$ cat config.mk
export PLATFORM = sky130hd
export DESIGN_NAME = hazard_scoreboard_ctrl_flat
export DESIGN_NICKNAME = d
export VERILOG_FILES = /design/src/rtl/hazard_scoreboard_ctrl_if.sv /design/src/rtl/hazard_scoreboard_ctrl.sv /design/src/flat_wrapper.sv
export SDC_FILE = /design/constraint.sdc
export NUM_CORES = 1
export LEC_CHECK = 0
export CORE_MARGIN = 2
export CORE_UTILIZATION = 55
export CTS_BUF_LIST = sky130_fd_sc_hd__clkbuf_16
export DETAILED_ROUTE_END_ITERATION = 16
export PLACE_DENSITY = 0.75
export SLEW_MARGIN = 25
export SYNTH_ARGS = -nofsm -noshare
export SYNTH_HDL_FRONTEND = slang
export SYNTH_SLANG_ARGS = --single-unit
$ cat constraint.sdc
create_clock -name clk -period 9.79 [get_ports clk]
set_clock_uncertainty 0.05 [all_clocks]
set_input_delay 1.4685 -clock clk [delete_from_list [all_inputs] [get_ports clk]]
set_output_delay 1.4685 -clock clk [all_outputs]
set_load 0.01 [all_outputs]
$ cat src/rtl/hazard_scoreboard_ctrl_if.sv
// Decode-side hazard bus between the ID stage and the hazard controller.
// The ID stage is the master (drives decode fields and redirects); the
// hazard controller is the slave (returns stall/flush controls and counters).
interface hazard_scoreboard_ctrl_if #(
  parameter int REG_AW = 5,
  parameter int PERF_W = 16
);
  logic [1:0]        branch_ctrl;
  logic              dec_valid;
  logic [REG_AW-1:0] dec_rs1_addr;
  logic [REG_AW-1:0] dec_rs2_addr;
  logic              dec_rs1_en;
  logic              dec_rs2_en;
  logic [REG_AW-1:0] dec_rd_addr;
  logic              dec_reg_write;
  logic              dec_mem_read;
  logic              dec_muldiv;

  logic              pc_write;
  logic              ifid_write;
  logic              instr_flush;
  logic              id_flush;
  logic [PERF_W-1:0] stall_cycles;
  logic [PERF_W-1:0] flush_events;

  modport master (
    output branch_ctrl, dec_valid, dec_rs1_addr, dec_rs2_addr,
           dec_rs1_en, dec_rs2_en, dec_rd_addr, dec_reg_write,
           dec_mem_read, dec_muldiv,
    input  pc_write, ifid_write, instr_flush, id_flush,
           stall_cycles, flush_events
  );

  modport slave (
    input  branch_ctrl, dec_valid, dec_rs1_addr, dec_rs2_addr,
           dec_rs1_en, dec_rs2_en, dec_rd_addr, dec_reg_write,
           dec_mem_read, dec_muldiv,
    output pc_write, ifid_write, instr_flush, id_flush,
           stall_cycles, flush_events
  );
endinterface

$ cat src/rtl/hazard_scoreboard_ctrl.sv
// Pipeline hazard controller for the in-order RV32 core.
// Tracks per-register result latency, mul/div unit occupancy and the
// fetch-side flush shadow after a redirect, and drives PC / IF/ID / ID/EX
// stall and flush controls combinationally from that state.
// Saturating counters record stall cycles and redirect events.
module hazard_scoreboard_ctrl #(
  parameter int REG_AW      = 5,
  parameter int LOAD_LAT    = 1,
  parameter int MULDIV_LAT  = 4,
  parameter int FLUSH_DEPTH = 1,
  parameter int PERF_W      = 16
) (
  input  logic                      clk,
  input  logic                      rst,
  hazard_scoreboard_ctrl_if.slave   bus
);

  localparam int NUM_REGS = 2 ** REG_AW;
  localparam int MAX_LAT  = (LOAD_LAT > MULDIV_LAT) ? LOAD_LAT : MULDIV_LAT;
  localparam int CW       = $clog2(MAX_LAT + 1);
  // A single-cycle flush needs no shadow, but keep a 1-bit register so the
  // logic stays uniform; it is simply never loaded with a nonzero value.
  localparam int FW       = (FLUSH_DEPTH > 1) ? $clog2(FLUSH_DEPTH) : 1;

  localparam logic [CW-1:0] LOAD_V   = CW'(LOAD_LAT);
  localparam logic [CW-1:0] MULDIV_V = CW'(MULDIV_LAT);
  localparam logic [CW-1:0] CNT_ONE  = CW'(1);
  localparam logic [FW-1:0] FL_LOAD  = FW'(FLUSH_DEPTH - 1);
  localparam logic [FW-1:0] FL_ONE   = FW'(1);

  // Remaining cycles until each register's pending result can be read.
  logic [CW-1:0]     cnt [NUM_REGS];
  logic [CW-1:0]     md_busy;
  logic [FW-1:0]     fl_cnt;
  logic [PERF_W-1:0] stall_cnt;
  logic [PERF_W-1:0] flush_cnt;

  logic          redirect;
  logic          shadow;
  logic          rs1_busy;
  logic          rs2_busy;
  logic          raw_haz;
  logic          struct_haz;
  logic          stall;
  logic          stall_out;
  logic          issue;
  logic [CW-1:0] rd_lat;

  // Hazard detection from scoreboard state and the instruction sitting in ID.
  always_comb begin
    redirect   = (bus.branch_ctrl != 2'b00);
    shadow     = (fl_cnt != '0);
    rs1_busy   = bus.dec_rs1_en && (bus.dec_rs1_addr != '0) &&
                 (cnt[bus.dec_rs1_addr] != '0);
    rs2_busy   = bus.dec_rs2_en && (bus.dec_rs2_addr != '0) &&
                 (cnt[bus.dec_rs2_addr] != '0);
    raw_haz    = bus.dec_valid && (rs1_busy || rs2_busy);
    struct_haz = bus.dec_valid && bus.dec_muldiv && (md_busy != '0);
    stall      = raw_haz || struct_haz;
    // A stall only reaches the outputs when neither redirect nor shadow owns them.
    stall_out  = !redirect && !shadow && stall;
    issue      = bus.dec_valid && !redirect && !shadow && !stall;
  end

  // Latency the issuing instruction's rd will be unavailable for.
  always_comb begin
    rd_lat = '0;
    if (bus.dec_mem_read) begin
      rd_lat = LOAD_V;
    end else if (bus.dec_muldiv) begin
      rd_lat = MULDIV_V;
    end
  end

  // Output priority: redirect, flush shadow, stall, normal.
  always_comb begin
    bus.pc_write    = 1'b1;
    bus.ifid_write  = 1'b1;
    bus.instr_flush = 1'b0;
    bus.id_flush    = 1'b0;
    if (redirect) begin
      bus.instr_flush = 1'b1;
      bus.id_flush    = 1'b1;
    end else if (shadow) begin
      bus.instr_flush = 1'b1;
    end else if (stall) begin
      bus.pc_write    = 1'b0;
      bus.ifid_write  = 1'b0;
      bus.id_flush    = 1'b1;
    end
  end

  assign bus.stall_cycles = stall_cnt;
  assign bus.flush_events = flush_cnt;

  // Per-register scoreboard: issue loads the latency, otherwise count down.
  always_ff @(posedge clk) begin
    if (rst) begin
      for (int r = 0; r < NUM_REGS; r++) begin
        cnt[r] <= '0;
      end
    end else begin
      // x0 is hardwired zero and never becomes a hazard source.
      cnt[0] <= '0;
      for (int r = 1; r < NUM_REGS; r++) begin
        if (issue && bus.dec_reg_write && (bus.dec_rd_addr == REG_AW'(r))) begin
          cnt[r] <= rd_lat;
        end else if (cnt[r] != '0) begin
          cnt[r] <= cnt[r] - CNT_ONE;
        end
      end
    end
  end

  // Mul/div occupancy: the unit is unpipelined, so a new op waits for zero.
  always_ff @(posedge clk) begin
    if (rst) begin
      md_busy <= '0;
    end else if (issue && bus.dec_muldiv) begin
      md_busy <= MULDIV_V;
    end else if (md_busy != '0) begin
      md_busy <= md_busy - CNT_ONE;
    end
  end

  // Flush shadow: extra fetch-side flush cycles after each redirect.
  always_ff @(posedge clk) begin
    if (rst) begin
      fl_cnt <= '0;
    end else if (redirect) begin
      fl_cnt <= FL_LOAD;
    end else if (fl_cnt != '0) begin
      fl_cnt <= fl_cnt - FL_ONE;
    end
  end

  // Saturating stall-cycle counter, counting only cycles the stall drives outputs.
  always_ff @(posedge clk) begin
    if (rst) begin
      stall_cnt <= '0;
    end else if (stall_out && (stall_cnt != '1)) begin
      stall_cnt <= stall_cnt + PERF_W'(1);
    end
  end

  // Saturating redirect counter.
  always_ff @(posedge clk) begin
    if (rst) begin
      flush_cnt <= '0;
    end else if (redirect && (flush_cnt != '1)) begin
      flush_cnt <= flush_cnt + PERF_W'(1);
    end
  end

endmodule
$ cat src/flat_wrapper.sv
// flat-port wrapper written by rule: the top's interface ports become plain ports
module hazard_scoreboard_ctrl_flat 
#(
  parameter int REG_AW      = 5,
  parameter int LOAD_LAT    = 1,
  parameter int MULDIV_LAT  = 4,
  parameter int FLUSH_DEPTH = 1,
  parameter int PERF_W      = 16
)
  (clk, rst, bus_branch_ctrl, bus_dec_valid, bus_dec_rs1_addr, bus_dec_rs2_addr, bus_dec_rs1_en, bus_dec_rs2_en, bus_dec_rd_addr, bus_dec_reg_write, bus_dec_mem_read, bus_dec_muldiv, bus_pc_write, bus_ifid_write, bus_instr_flush, bus_id_flush, bus_stall_cycles, bus_flush_events);
  hazard_scoreboard_ctrl_if #(.REG_AW(REG_AW), .PERF_W(PERF_W)) bus_i ();
  input  logic clk;
  input  logic rst;
  input wire logic [$bits(bus_i.branch_ctrl)-1:0] bus_branch_ctrl;
  input wire logic [$bits(bus_i.dec_valid)-1:0] bus_dec_valid;
  input wire logic [$bits(bus_i.dec_rs1_addr)-1:0] bus_dec_rs1_addr;
  input wire logic [$bits(bus_i.dec_rs2_addr)-1:0] bus_dec_rs2_addr;
  input wire logic [$bits(bus_i.dec_rs1_en)-1:0] bus_dec_rs1_en;
  input wire logic [$bits(bus_i.dec_rs2_en)-1:0] bus_dec_rs2_en;
  input wire logic [$bits(bus_i.dec_rd_addr)-1:0] bus_dec_rd_addr;
  input wire logic [$bits(bus_i.dec_reg_write)-1:0] bus_dec_reg_write;
  input wire logic [$bits(bus_i.dec_mem_read)-1:0] bus_dec_mem_read;
  input wire logic [$bits(bus_i.dec_muldiv)-1:0] bus_dec_muldiv;
  output wire logic [$bits(bus_i.pc_write)-1:0] bus_pc_write;
  output wire logic [$bits(bus_i.ifid_write)-1:0] bus_ifid_write;
  output wire logic [$bits(bus_i.instr_flush)-1:0] bus_instr_flush;
  output wire logic [$bits(bus_i.id_flush)-1:0] bus_id_flush;
  output wire logic [$bits(bus_i.stall_cycles)-1:0] bus_stall_cycles;
  output wire logic [$bits(bus_i.flush_events)-1:0] bus_flush_events;
  assign bus_i.branch_ctrl = bus_branch_ctrl;
  assign bus_i.dec_valid = bus_dec_valid;
  assign bus_i.dec_rs1_addr = bus_dec_rs1_addr;
  assign bus_i.dec_rs2_addr = bus_dec_rs2_addr;
  assign bus_i.dec_rs1_en = bus_dec_rs1_en;
  assign bus_i.dec_rs2_en = bus_dec_rs2_en;
  assign bus_i.dec_rd_addr = bus_dec_rd_addr;
  assign bus_i.dec_reg_write = bus_dec_reg_write;
  assign bus_i.dec_mem_read = bus_dec_mem_read;
  assign bus_i.dec_muldiv = bus_dec_muldiv;
  assign bus_pc_write = bus_i.pc_write;
  assign bus_ifid_write = bus_i.ifid_write;
  assign bus_instr_flush = bus_i.instr_flush;
  assign bus_id_flush = bus_i.id_flush;
  assign bus_stall_cycles = bus_i.stall_cycles;
  assign bus_flush_events = bus_i.flush_events;
  hazard_scoreboard_ctrl #(.REG_AW(REG_AW), .LOAD_LAT(LOAD_LAT), .MULDIV_LAT(MULDIV_LAT), .FLUSH_DEPTH(FLUSH_DEPTH), .PERF_W(PERF_W)) u_core (.clk(clk), .rst(rst), .bus(bus_i));
endmodule
==> flow_results.org, run 1 <==
** Outcome
- Status :: complete, no violations

** Setup path
- WP data required :: 8.27 ns
- The critical path is of the input port to output pin type.
- Most common cell on crit path :: sky130_fd_sc_hd__clkdlybuf4s50_1
- Ordered cell list for the critical path :: clkdlybuf4s50_1 > nor4b_1 > o32ai_1 > a2111oi_0 > a311oi_1 > and3_1 > nor2_8 > o21ai_0 > clkdlybuf4s50_1
- Stage delay of the slowest cell on the critical path :: 1.03 ns
- The worst setup path is launched from an input port.
- The worst setup path is captured at an output pin.
- In this run the worst path has a maximum fanout of 41.
- Cell at the slowest stage of the critical path :: sky130_fd_sc_hd__clkdlybuf4s50_1
- Arrival time reported for the critical path endpoint :: 5.21 ns

** STA
- Across all setup checks in the final design, the least slack found is 3.06 ns.
- For the pin with the worst max-slew slack, the measured transition is 0.858 ns.
- The total count of hold-check failures in the final report is 0.
- Final-report max-slew violation count :: 0
- Setup Viol. Count Final :: 0
- Static timing analysis puts the maximum clock frequency at 149 MHz.
- Setup repair after global routing left no endpoint under its margin.
- Adding up every negative setup slack in the final design gives 0 ns.
- Final period utilization :: 68.8%
- Minimum period implied by the final worst setup slack :: 6.73 ns
- Tightest slew margin relative to the limit :: 42.6%

** Clock tree
- Deepest clock path buffer count :: 2
- The number of setup buffers added after CTS is 0.
- Clock latency on the worst-skew pair, taken at its later pin, is 0.43 ns.
- Sinks on the clock net :: 129
- TritonCTS buffer count :: 17
- The H-tree generated during clock tree synthesis spans 4 levels.
- After clock tree synthesis, the clock-pin slew on the worst setup and hold paths is 0.05 ns.
- The root buffer cell chosen for the clock tree is sky130_fd_sc_hd__clkbuf_16.
- In this run, post-CTS hold repair placed 0 buffers.
- In this run, post-CTS repair resized a total of 0 instances.
- TritonCTS clock tree :: done

** Synth
- The number of nets in the synthesized netlist is 1016.
- Syn. warnings :: 0
- Cell types with the largest area share after synthesis :: sky130_fd_sc_hd__edfxtp_1, sky130_fd_sc_hd__ha_1, sky130_fd_sc_hd__dfxtp_1, sky130_fd_sc_hd__mux2i_1, sky130_fd_sc_hd__nor2_1
- Mean post-synth cell area :: 9.92 um^2
- Number of instances in the synthesized netlist :: 925
- Flip-flop and latch count after synthesis :: 129
- Summing the sequential cell areas from Yosys gives 38.3% of the chip area.
- The synthesized netlist contains 68 unique library cells.
- Fraction of post-synthesis cell area in the top cell type by area :: 30.4%
- Mapped Area :: 0.00917 mm^2
- In this run, synthesis inferred 93 flip-flops with an integrated enable.
- Biggest area consumer among synthesized cells :: sky130_fd_sc_hd__edfxtp_1
- Of all flip-flops after synthesis, the portion carrying an async set or reset was 0%.
- Leading register cell type out of synthesis :: sky130_fd_sc_hd__edfxtp_1

** Floorplan
- Starting utilization of the core area :: 55.7%
- Num ports :: 61
- Die area :: 0.0177 mm^2
- Area of the core region :: 0.0165 mm^2
- Die outline height :: 133 um
- Chip Width :: 133 um
- Row generation in the floorplan step produced 47 rows.

** Detailed routing
- Wires add up to 21600 um.
- Average wire per standard cell :: 18.0 um
- After detailed routing, the met2 layer carries 10000 um of wire.
- Once detail routing completed, the nets flagged for antenna violations numbered 0.
- DRC :: 0
- Top routing layer in use :: met4
- After detailed routing, the wire length on met1 is 9810 um.
- The first routing iteration left 618 violations.
- Wire length on met3 :: 1390 um
- Vias per Instance :: 6.08
- Iteration count of the initial detailed-routing pass :: 5
- DR vias :: 7299

** Placement
- Placement-stage worst setup slack :: 3.07 ns
- During placement, the flow inserted port buffers numbering 60.
- Routability cong. :: 0.872
- The placed instances occupy a cell area of 0.00988 mm^2.
- Counting tap cells, the placed design contains a total of 1168 instances.
- Detailed placement HPWL :: 15300 um

** Power
- Leak pwr :: 3.96 nW
- Internal portion of total power :: 1.74 mW
- Proportion of power drawn by combinational gates :: 38.6%
- Psw :: 0.991 mW
- The clock network burns 23.5% of the power.
- Switching power as a share of total power :: 36.3%
- Peak ir drop on the vdd network :: 130 uV
- Power Dens Cells :: 261 mW/mm^2
- Share of power burned in registers :: 37.9%

** Finish
- In the final layout, the multi-input gates occupy 0.00516 mm^2.
- Relative to the synthesized area, the layout overhead comes to 14.2%.
- Commonest non-fill, non-tap cell in the layout :: sky130_fd_sc_hd__edfxtp_1
- After routing the design area is 0.0105 mm^2.
- The repair_antennas step left the layout with diodes totalling 0.
- Share of cells above drive strength 1 :: 11.9%
- The layout has 1384 filler cells.
- Number of standard cells in the final layout excluding fillers :: 1200
- In the layout the commonest cells are sky130_fd_sc_hd__edfxtp_1, sky130_fd_sc_hd__nor2_1, sky130_fd_sc_hd__inv_1.
- The final layout contains 1058 nets.
- Sequential cell area :: 0.00351 mm^2

** Global routing
- Maximum number of pins on one net before global-route repair :: 86
- The number of antenna violations at the first check in global routing was 0.
- In the global route stage, overall resource usage came out at 24.9%.
- Summed over all layers, the global routing overflow is 0.
- The number of global-route vias before repair was 7053.
- The first global-routing pass estimated 35100 um of wire.

** Min path
- The worst hold path belongs to the class flip-flop to flip-flop.

** Job
- Max-cap check violation count :: 0
[synthesized netlist by cell type, types with 3 or more instances]
| library cell | count |
|---|---|
| sky130_fd_sc_hd__nor3b_1 | 6 |
| sky130_fd_sc_hd__or4_1 | 6 |
| sky130_fd_sc_hd__mux2i_1 | 66 |
| sky130_fd_sc_hd__nor3_1 | 35 |
| sky130_fd_sc_hd__o31ai_1 | 8 |
| sky130_fd_sc_hd__or3b_2 | 24 |
| sky130_fd_sc_hd__buf_2 | 6 |
| sky130_fd_sc_hd__or3_1 | 24 |
| sky130_fd_sc_hd__nand4_1 | 10 |
| sky130_fd_sc_hd__xnor2_1 | 17 |
| sky130_fd_sc_hd__a31oi_1 | 10 |
| sky130_fd_sc_hd__nor2b_1 | 43 |
| sky130_fd_sc_hd__ha_1 | 66 |
| sky130_fd_sc_hd__mux2_2 | 6 |
| sky130_fd_sc_hd__nand3b_1 | 4 |
| sky130_fd_sc_hd__a211oi_1 | 3 |
| sky130_fd_sc_hd__o32ai_1 | 4 |
| sky130_fd_sc_hd__buf_4 | 3 |
| sky130_fd_sc_hd__and3_1 | 11 |
| sky130_fd_sc_hd__nand3_1 | 23 |
| sky130_fd_sc_hd__and2_1 | 3 |
| sky130_fd_sc_hd__and3_4 | 16 |
| sky130_fd_sc_hd__dfxtp_1 | 36 |
| sky130_fd_sc_hd__o41ai_1 | 5 |
| sky130_fd_sc_hd__o311ai_0 | 3 |
| sky130_fd_sc_hd__mux2_4 | 11 |
| sky130_fd_sc_hd__nand2_1 | 32 |
| sky130_fd_sc_hd__o21ai_0 | 11 |
| sky130_fd_sc_hd__buf_6 | 6 |
| sky130_fd_sc_hd__nor4_1 | 41 |
| sky130_fd_sc_hd__inv_1 | 72 |
| sky130_fd_sc_hd__nor4b_1 | 10 |
| sky130_fd_sc_hd__and4_1 | 5 |
| sky130_fd_sc_hd__edfxtp_1 | 93 |
| sky130_fd_sc_hd__mux2_1 | 5 |
| sky130_fd_sc_hd__nor2_1 | 79 |
| sky130_fd_sc_hd__a211oi_2 | 4 |
| sky130_fd_sc_hd__a311oi_1 | 6 |
| sky130_fd_sc_hd__xor2_1 | 8 |
| sky130_fd_sc_hd__nand2b_1 | 12 |
| sky130_fd_sc_hd__clkbuf_1 | 30 |
| sky130_fd_sc_hd__a21oi_1 | 30 |
[final timing paths]
path,start,to,slack (ns),cells past startpoint
max reg2reg,u_core.cnt[11][0],u_core.cnt[3][2],6.22,8
min reg2reg,u_core.bus.stall_cycles[11],u_core.bus.stall_cycles[11],0.44,2
min,u_core.bus.stall_cycles[11],u_core.bus.stall_cycles[11],0.44,2
max,bus_dec_rs2_addr[0],bus_id_flush,3.06,9
[state kept, by name (all words and copies together) (netlist names)]
register,cells
u_core.bus.stall_cycles,16
u_core.cnt,93
u_core.bus.flush_events,16
u_core.md_busy,3
u_core.fl_cnt,1
[cell type report]
type	instances	area share, %
clock buffers	17	4.06
clock inverters	15	1.60
inverters	72	2.58
multi-input cells	679	49.3
flip-flops and latches	129	33.5
well taps	220	2.63
repair buffers	68	6.28
[critical path, delay by kind of cell]
kind / cells / cell delay (ns)
and+or+nand+nor: 3 / 1.19
AOI/OAI and AO/OA: 4 / 0.99
buffers and inverters: 2 / 1.54
[routing by layer]
metal	vias to the layer above	global-route usage [%]
li1	3502	-
met1	3498	33.0
met2	269	41.1
met3	30	4.57
met4	0	8.92
met5	-	0
[cells by family after synthesis]
group | synth area share (%)
fa+ha+maj | 9.00
buf+inv | 5.48
other cells | 0.0409
mux | 10.8
xor+xnor | 2.39
simple gates | 25.3
flops | 38.3
compound gates | 8.63
[power by group through the flow]
stage	Sequential, mW	Clock, mW	Combinational [mW]
after floorplan	0.972	0	0.856
after global placement	1.03	0	1.00
after detailed placement	1.04	0	1.03
after CTS	1.03	0.651	1.05
after global routing	1.06	0.665	1.19
final	1.04	0.641	1.05
[through the flow]
| step | hold WS (ns) | total power, mW | util, % |
|---|---|---|---|
| 2_1_floorplan | 0.453 | 1.83 | - |
| 3_3_place_gp | 0.445 | 2.04 | 60.0 |
| 3_5_place_dp | 0.440 | 2.07 | 60.0 |
| 4_1_cts | 0.452 | 2.73 | 63.6 |
| 5_1_grt | 0.473 | 2.91 | 63.6 |
| 6_report | 0.443 | 2.73 | 63.6 |
Note: power is estimated with default switching activity, not from simulation.
==> run 2, diff against run 1 <==
==> constraint.sdc (replaced) <==
create_clock -name clk -period 6.3 [get_ports clk]
set_clock_uncertainty 0.05 [all_clocks]
set_input_delay 0.945 -clock clk [delete_from_list [all_inputs] [get_ports clk]]
set_output_delay 0.945 -clock clk [all_outputs]
set_load 0.01 [all_outputs]
==> run 2 against run 1 <==
Largest power group unchanged. Setup slack lost 2.1 ns. Sequential share of layout area barely moved. Via count rose by 0.89%. Non-clock buffer count is 2 higher. Global-route usage increased by 0.63 points. Cell area about the same. Highest routed layer unchanged. Combinational power up 58%. Final cell count grew 0.17%.
==> flow_results.org, run 2 (synthesized netlist as in run 1, its figures left out) <==
** Global routing
- Maximum number of pins on one net before global-route repair :: 106
- The number of antenna violations at the first check in global routing was 0.
- Overflow left after global routing :: 0
- Vias in the first global route :: 6977
- The first global-routing pass estimated 36000 um of wire.
- Global routing consumed, on the met3 layer, 5.59% of the routing resources.
- Overall fraction of global-route tracks in use :: 25.5%
- For met2 alone, demand over resource in global routing was 41.6%.
- After global routing, the most crowded layer is met2.
- GR met1 Demand/Resource :: 34.5%

** Min path
- Along the worst hold path, the cell count comes to 2.
- Hold path startpoint :: u_core.bus.stall_cycles[14]
- Path class of the lowest-slack min-delay path :: flip-flop to flip-flop
- For hold timing, the worst endpoint is u_core.bus.stall_cycles[14].

** Finish
- Once layout is complete, the utilization of the core stands at 63.5%.
- Area Growth Syn to Fin :: 14.1%
- The library cell used most frequently in the layout, excluding fill and tap cells, is sky130_fd_sc_hd__edfxtp_1.
- The post-route netlist has 12.3% of its cells at a drive strength greater than 1.
- The number of antenna diodes in the final layout is 0.
- After the last flow step, the layout net total stands at 1060.
- Max FFs per register :: 93
- Leading cell types in the layout, fill and taps excluded :: sky130_fd_sc_hd__edfxtp_1, sky130_fd_sc_hd__nor2_1, sky130_fd_sc_hd__inv_1
- Ranked by flip-flop count, first place goes to u_core.cnt.

** STA
- The final count of pins violating max slew came to 0.
- For the pin with the worst max-slew slack, the measured transition is 1.06 ns.
- Setup violations remaining at the end of the flow were counted as 0.
- The total count of hold-check failures in the final report came to 0.
- Achievable frequency :: 186 MHz
- RSZ-0062 raised after global routing :: no
- In the final timing run, aggregate negative setup slack is 0 ns.
- Minimum period implied by the final worst setup slack :: 5.38 ns
- Final period utilization :: 85.4%
- Tightest slew margin relative to the limit :: 29.3%

** Clock tree
- The tree built by TritonCTS fans out to 129 sinks.
- Setup fix buffers added after clock tree synthesis :: 0
- The clock passes through at most 2 buffers.
- Counting the buffers created by CTS gives 17.
- Clk slew on worst S/H paths :: 0.06 ns
- TritonCTS built the clock tree.
- For this design, the CTS-stage hold fixing added 0 buffers.
- Clock root buffer master :: sky130_fd_sc_hd__clkbuf_16
- Total of cells resized after clock tree synthesis :: 0
- At the later pin of the worst-skew pair, clock insertion delay measures 0.43 ns.
- H-tree depth :: 4

** Detailed routing
- DRC :: 0
- Average wire per standard cell :: 18.4 um
- DR vias :: 7364
- Wires add up to 22100 um.
- The detailed router finished its first iteration with 737 violations.
- In this run the remaining antenna-violating nets after routing total 0.
- Vias per Instance :: 6.13
- Before antenna repair, the detailed router went through 5 iterations.

** Setup path
- The critical path in this run is classified as input port to output pin.
- The slowest stage of the critical path belongs to the cell sky130_fd_sc_hd__clkdlybuf4s50_1.
- Kind of launch point of the worst setup path :: input port
- Ordered cell list for the critical path :: clkdlybuf4s50_1 > nor4_1 > a2111oi_0 > a2111oi_0 > a311oi_1 > and3_1 > nor2_8 > o21ai_0 > clkdlybuf4s50_1
- Launching point of the worst reg2reg path :: u_core.cnt[15][0]
- Internal reg-to-reg setup slack :: 2.64 ns
- In this run the worst path has a maximum fanout of 23.
- Endpoint of the worst-slack reg-to-reg timing path :: u_core.cnt[14][2]
- Data on the critical path arrives at its endpoint at 4.38 ns.
- Data on the critical path is required at its endpoint by 5.30 ns.
- Worst reg2reg path depth :: 9
- The worst setup path is captured at an output pin.
- In this design, the stage delay of the slowest critical-path cell is 1.00 ns.

** Floorplan
- The floorplan step set the die height to 133 um.
- Chip Width :: 133 um
- Number of core rows :: 47
- Area of the core region :: 0.0165 mm^2
- 61 I/O pins were placed.
- Starting utilization of the core area :: 55.7%
- Die area :: 0.0177 mm^2

** Placement
- Input and output buffers added on the ports amount to 60.
- Routability cong. :: 0.879
- Detailed placement ended at an HPWL of 15600 um.

** Power
- Peak ir drop on the vdd network :: 226 uV
- Leak pwr :: 3.98 nW
- Power Dens Cells :: 406 mW/mm^2

** Outcome
- The flow ran to the end, and the final reports show no timing, DRC or antenna violations.

** Job
- Max-cap violations in this run came to 0.
## run 2: metal layers
layer	wire (um)	share of wire [%]
met5	0	0
met4	363	1.6
met3	1580	7.1
met2	10400	47
met1	9780	44
## run 2: where the power goes
part	internal (mW)	leakage [nW]	switching [mW]
combinational	0.763	2.36	0.901
sequential	1.33	1.32	0.295
clock	0.555	0.290	0.405
## run 2: critical path, delay by kind of cell
family,cells,cell delay [ns]
AOI/OAI and AO/OA,4,1.11
and+or+nand+nor,3,0.74
buffers and inverters,2,1.58
## run 2: worst max path at each step
stage | cells after the start | startpoint | end | slack [ns]
finish | 9 | bus_dec_rs2_addr[0] | bus_id_flush | 0.92
global route | 9 | bus_dec_rs2_addr[0] | bus_id_flush | 0.72
CTS | 9 | bus_dec_rs2_addr[0] | bus_id_flush | 0.96
detailed placement | 9 | bus_dec_rs2_addr[0] | bus_id_flush | 0.97
global placement | 9 | bus_dec_rs2_addr[0] | bus_id_flush | 1.06
floorplan | 10 | bus_dec_rs1_addr[1] | bus_id_flush | 2.25
## run 2: stage by stage
stage / power (mW) / hold WS, ns / setup WS (ns) / instances / instance area [um^2]
floorplan: 2.84 / 0.453 / 2.25 / 925 / 9170
global placement: 3.19 / 0.439 / 1.06 / 1170 / 9890
detailed placement: 3.25 / 0.446 / 0.969 / 1170 / 9890
CTS: 4.24 / 0.460 / 0.957 / 1202 / 10500
global route: 4.53 / 0.485 / 0.716 / 1202 / 10500
finish: 4.25 / 0.452 / 0.921 / 1202 / 10500
## run 2: layout make-up
type / count / area (um^2)
clock buffer: 19 / 475
tap: 220 / 275
multi-input combinational: 679 / 5160
timing repair buffer: 70 / 673
clock inverter: 13 / 93.8
sequential: 129 / 3510
inverter: 72 / 270
fill: 1392 / 6000
==> run 3, diff against run 2 <==
--- a/config.mk
+++ b/config.mk
@@ -5,11 +5,13 @@
 export SDC_FILE = /design/constraint.sdc
 export NUM_CORES = 1
 export LEC_CHECK = 0
+export CELL_PAD_IN_SITES_DETAIL_PLACEMENT = 1
+export CELL_PAD_IN_SITES_GLOBAL_PLACEMENT = 1
 export CORE_MARGIN = 2
-export CORE_UTILIZATION = 55
+export CORE_UTILIZATION = 48
 export CTS_BUF_LIST = sky130_fd_sc_hd__clkbuf_16
 export DETAILED_ROUTE_END_ITERATION = 16
-export PLACE_DENSITY = 0.75
+export PLACE_DENSITY_LB_ADDON = 0.1
 export SLEW_MARGIN = 25
 export SYNTH_ARGS = -nofsm -noshare
 export SYNTH_HDL_FRONTEND = slang
==> run 3 against run 2 <==
Routed wire length up 18%. Sequential power about the same. Clock power up 3.3%. Global-route usage up 1.2 points.
==> flow_results.org, run 3 (synthesized netlist as in run 1, its figures left out) <==
** Setup path
- Along the worst path, the maximum fanout reaches 23.
- For the worst setup path, the data required time is 5.30 ns.
- Arrival time reported for the critical path endpoint :: 4.49 ns
- The worst setup path is captured at an output pin.
- CP Class :: input port to output pin
- The worst setup path is launched from an input port.

** Placement
- Inst Count DP :: 1184
- After legalization and detailed placement, the total HPWL measured 19100 um.
- Port Buffer Count :: 60
- The congestion estimate from routability-driven global placement came to 0.869.

** Finish
- Fill cells in the final layout number 2037.
- Most flop-heavy register :: u_core.cnt
- Final net count :: 1060
- Max FFs per register :: 93
- Leading cell types in the layout, fill and taps excluded :: sky130_fd_sc_hd__edfxtp_1, sky130_fd_sc_hd__nor2_1, sky130_fd_sc_hd__inv_1
- Sequential cell area :: 0.00351 mm^2
- Share of cells above drive strength 1 :: 12.0%
- ANT cells :: 0
- Number of standard cells in the final layout excluding fillers :: 1216
- Area of the multi-input gates :: 0.00517 mm^2
- From synthesis to final layout, the design area changed by 14.8%.
- Commonest non-fill, non-tap cell in the layout :: sky130_fd_sc_hd__edfxtp_1

** STA
- The final count of pins violating max slew is 0.
- At the pin with the least slew margin, the transition time is 1.03 ns.
- Final Hold Fails :: 0
- RSZ-0062 raised after global routing :: no
- Final period utilization :: 87.0%
- Setup violations remaining at the end of the flow were counted as 0.
- Tightest slew margin relative to the limit :: 31.3%
- Minimum period implied by the final worst setup slack :: 5.48 ns
- Based on the critical path, the design can be clocked at up to 182 MHz.
- Total Negative Setup Slacks :: 0 ns

** Detailed routing
- Using the TritonRoute via totals, the vias-per-cell ratio works out to 6.15.
- After the first detailed-routing iteration, the DRC count stood at 392.
- DR vias :: 7483
- Wire length on met2 :: 13100 um
- Average wire per standard cell :: 21.4 um
- Routed metal-1 wirelength :: 11300 um
- After detailed routing, the number of remaining DRC violations is 0.
- In this run the remaining antenna-violating nets after routing total 0.
- Top routing layer in use :: met4
- Wire length on met3 :: 1090 um
- After detailed routing, the total wire length is 26100 um.
- Iteration count of the initial detailed-routing pass :: 4

** Floorplan
- Measured along the y axis, the die boundary spans 142 um.
- The floorplan step defined a die boundary enclosing 0.0202 mm^2.
- The initial utilization of the core area, before any placement, comes to 49.0%.
- Chip Width :: 142 um
- The floorplan step defined a core boundary enclosing 0.0187 mm^2.
- Pin placement for this block handled 61 I/O pins.
- Number of core rows :: 50

** Min path
- The tightest min-delay check is of the flip-flop to flip-flop type.

** Global routing
- Overflow left after global routing :: 0
- Vias in the first global route :: 8039
- The number of antenna violations at the first check in global routing came to 0.
- The first global-routing pass estimated 42300 um of wire.
- Overall fraction of global-route tracks in use :: 26.8%
- Entering global routing, the biggest net connects 99 pins.

** Clock tree
- The clock reaches the later pin of the worst-skew pair after 0.43 ns.
- Total of cells resized after clock tree synthesis :: 0
- The H-tree was split into 4 levels.
- Sinks on the clock net :: 129
- Clock tree synthesis inserted a total of 17 buffers.
- TritonCTS clock tree :: done
- Hold repair after CTS inserted 0 buffers.
- The longest clock path from root to sink contains 2 buffers.
- CTS placed an instance of sky130_fd_sc_hd__clkbuf_16 at the clock tree root.
- Clock-pin slew was measured on the worst setup and hold paths at 0.06 ns.
- Once the clock tree was built, the setup fixing pass inserted 0 buffers.

** Power
- Proportion of power drawn by combinational gates :: 40.0%
- Peak ir drop on the vdd network :: 227 uV
- For this design the static power due to leakage is 4.01 nW.
- Share of power burned in registers :: 37.3%
- Psw :: 1.65 mW
- Internal portion of total power :: 2.71 mW
- Switching power as a share of total power :: 37.8%
- For this design the ratio of total power to cell area is 414 mW/mm^2.
- Clk pwr share :: 22.7%

** Job
- Max-cap violations in this run came to 0.

** Outcome
- The run finished with clean final reports.
## run 3: cell types whose count changed in the layout (fill, tap and decap cells not counted), sizes merged
| cell | before | now |
|---|---|---|
| clkinv | 4 | 5 |
| clkbuf | 19 | 22 |
| inv | 81 | 77 |
## run 3: final timing paths
kind,depth (start not counted),from,end,slack [ns]
min reg2reg,2,u_core.bus.stall_cycles[15],u_core.bus.stall_cycles[15],0.45
max,9,bus_dec_rs2_addr[0],bus_id_flush,0.82
min,2,u_core.bus.stall_cycles[15],u_core.bus.stall_cycles[15],0.45
max reg2reg,9,u_core.cnt[15][0],u_core.cnt[15][2],2.63
## run 3: metal layers
metal  up-vias  global-route usage (%)
met1      3758                    33.2
met2       165                    46.5
met5         -                       0
met4         0                    9.05
li1       3514                       -
met3        46                    5.35
## run 3: layout make-up
class | instances | share of cell area [%]
repair buffers | 70 | 6.46
inverters | 72 | 2.57
clock buffers | 22 | 5.23
multi-input cells | 679 | 49.1
clock inverters | 10 | 0.475
well taps | 234 | 2.78
flip-flops and latches | 129 | 33.4
## run 3: metrics by stage
| stage | hold slack (ns) | worst slack (ns) | power (mW) | util (%) | cell area (um^2) |
|---|---|---|---|---|---|
| 2_1_floorplan | 0.453 | 2.25 | 2.84 | - | 9170 |
| 3_5_place_dp | 0.444 | 0.917 | 3.35 | 53.1 | 9930 |
| 4_1_cts | 0.453 | 0.851 | 4.38 | 56.3 | 10500 |
| 6_report | 0.454 | 0.820 | 4.36 | 56.3 | 10500 |
| 5_1_grt | 0.489 | 0.542 | 4.65 | 56.3 | 10500 |
| 3_3_place_gp | 0.431 | 0.907 | 3.15 | 53.0 | 9910 |
## run 3: power groups by stage
stage	combinational, mW	clock [mW]	sequential, mW
finish	1.75	0.992	1.63
global route	1.96	1.04	1.66
CTS	1.76	1.01	1.62
detailed placement	1.72	0	1.63
global placement	1.54	0	1.61
floorplan	1.33	0	1.51
## run 3: worst max-delay path, cell delays in order
cell and delay, ns:
sky130_fd_sc_hd__clkdlybuf4s50_1 1.04, sky130_fd_sc_hd__nor4_1 0.10, sky130_fd_sc_hd__a2111oi_0 0.45, sky130_fd_sc_hd__a2111oi_0 0.14
sky130_fd_sc_hd__a311oi_1 0.39, sky130_fd_sc_hd__and3_1 0.56, sky130_fd_sc_hd__nor2_8 0.07, sky130_fd_sc_hd__o21ai_0 0.18
sky130_fd_sc_hd__clkdlybuf4s50_1 0.58
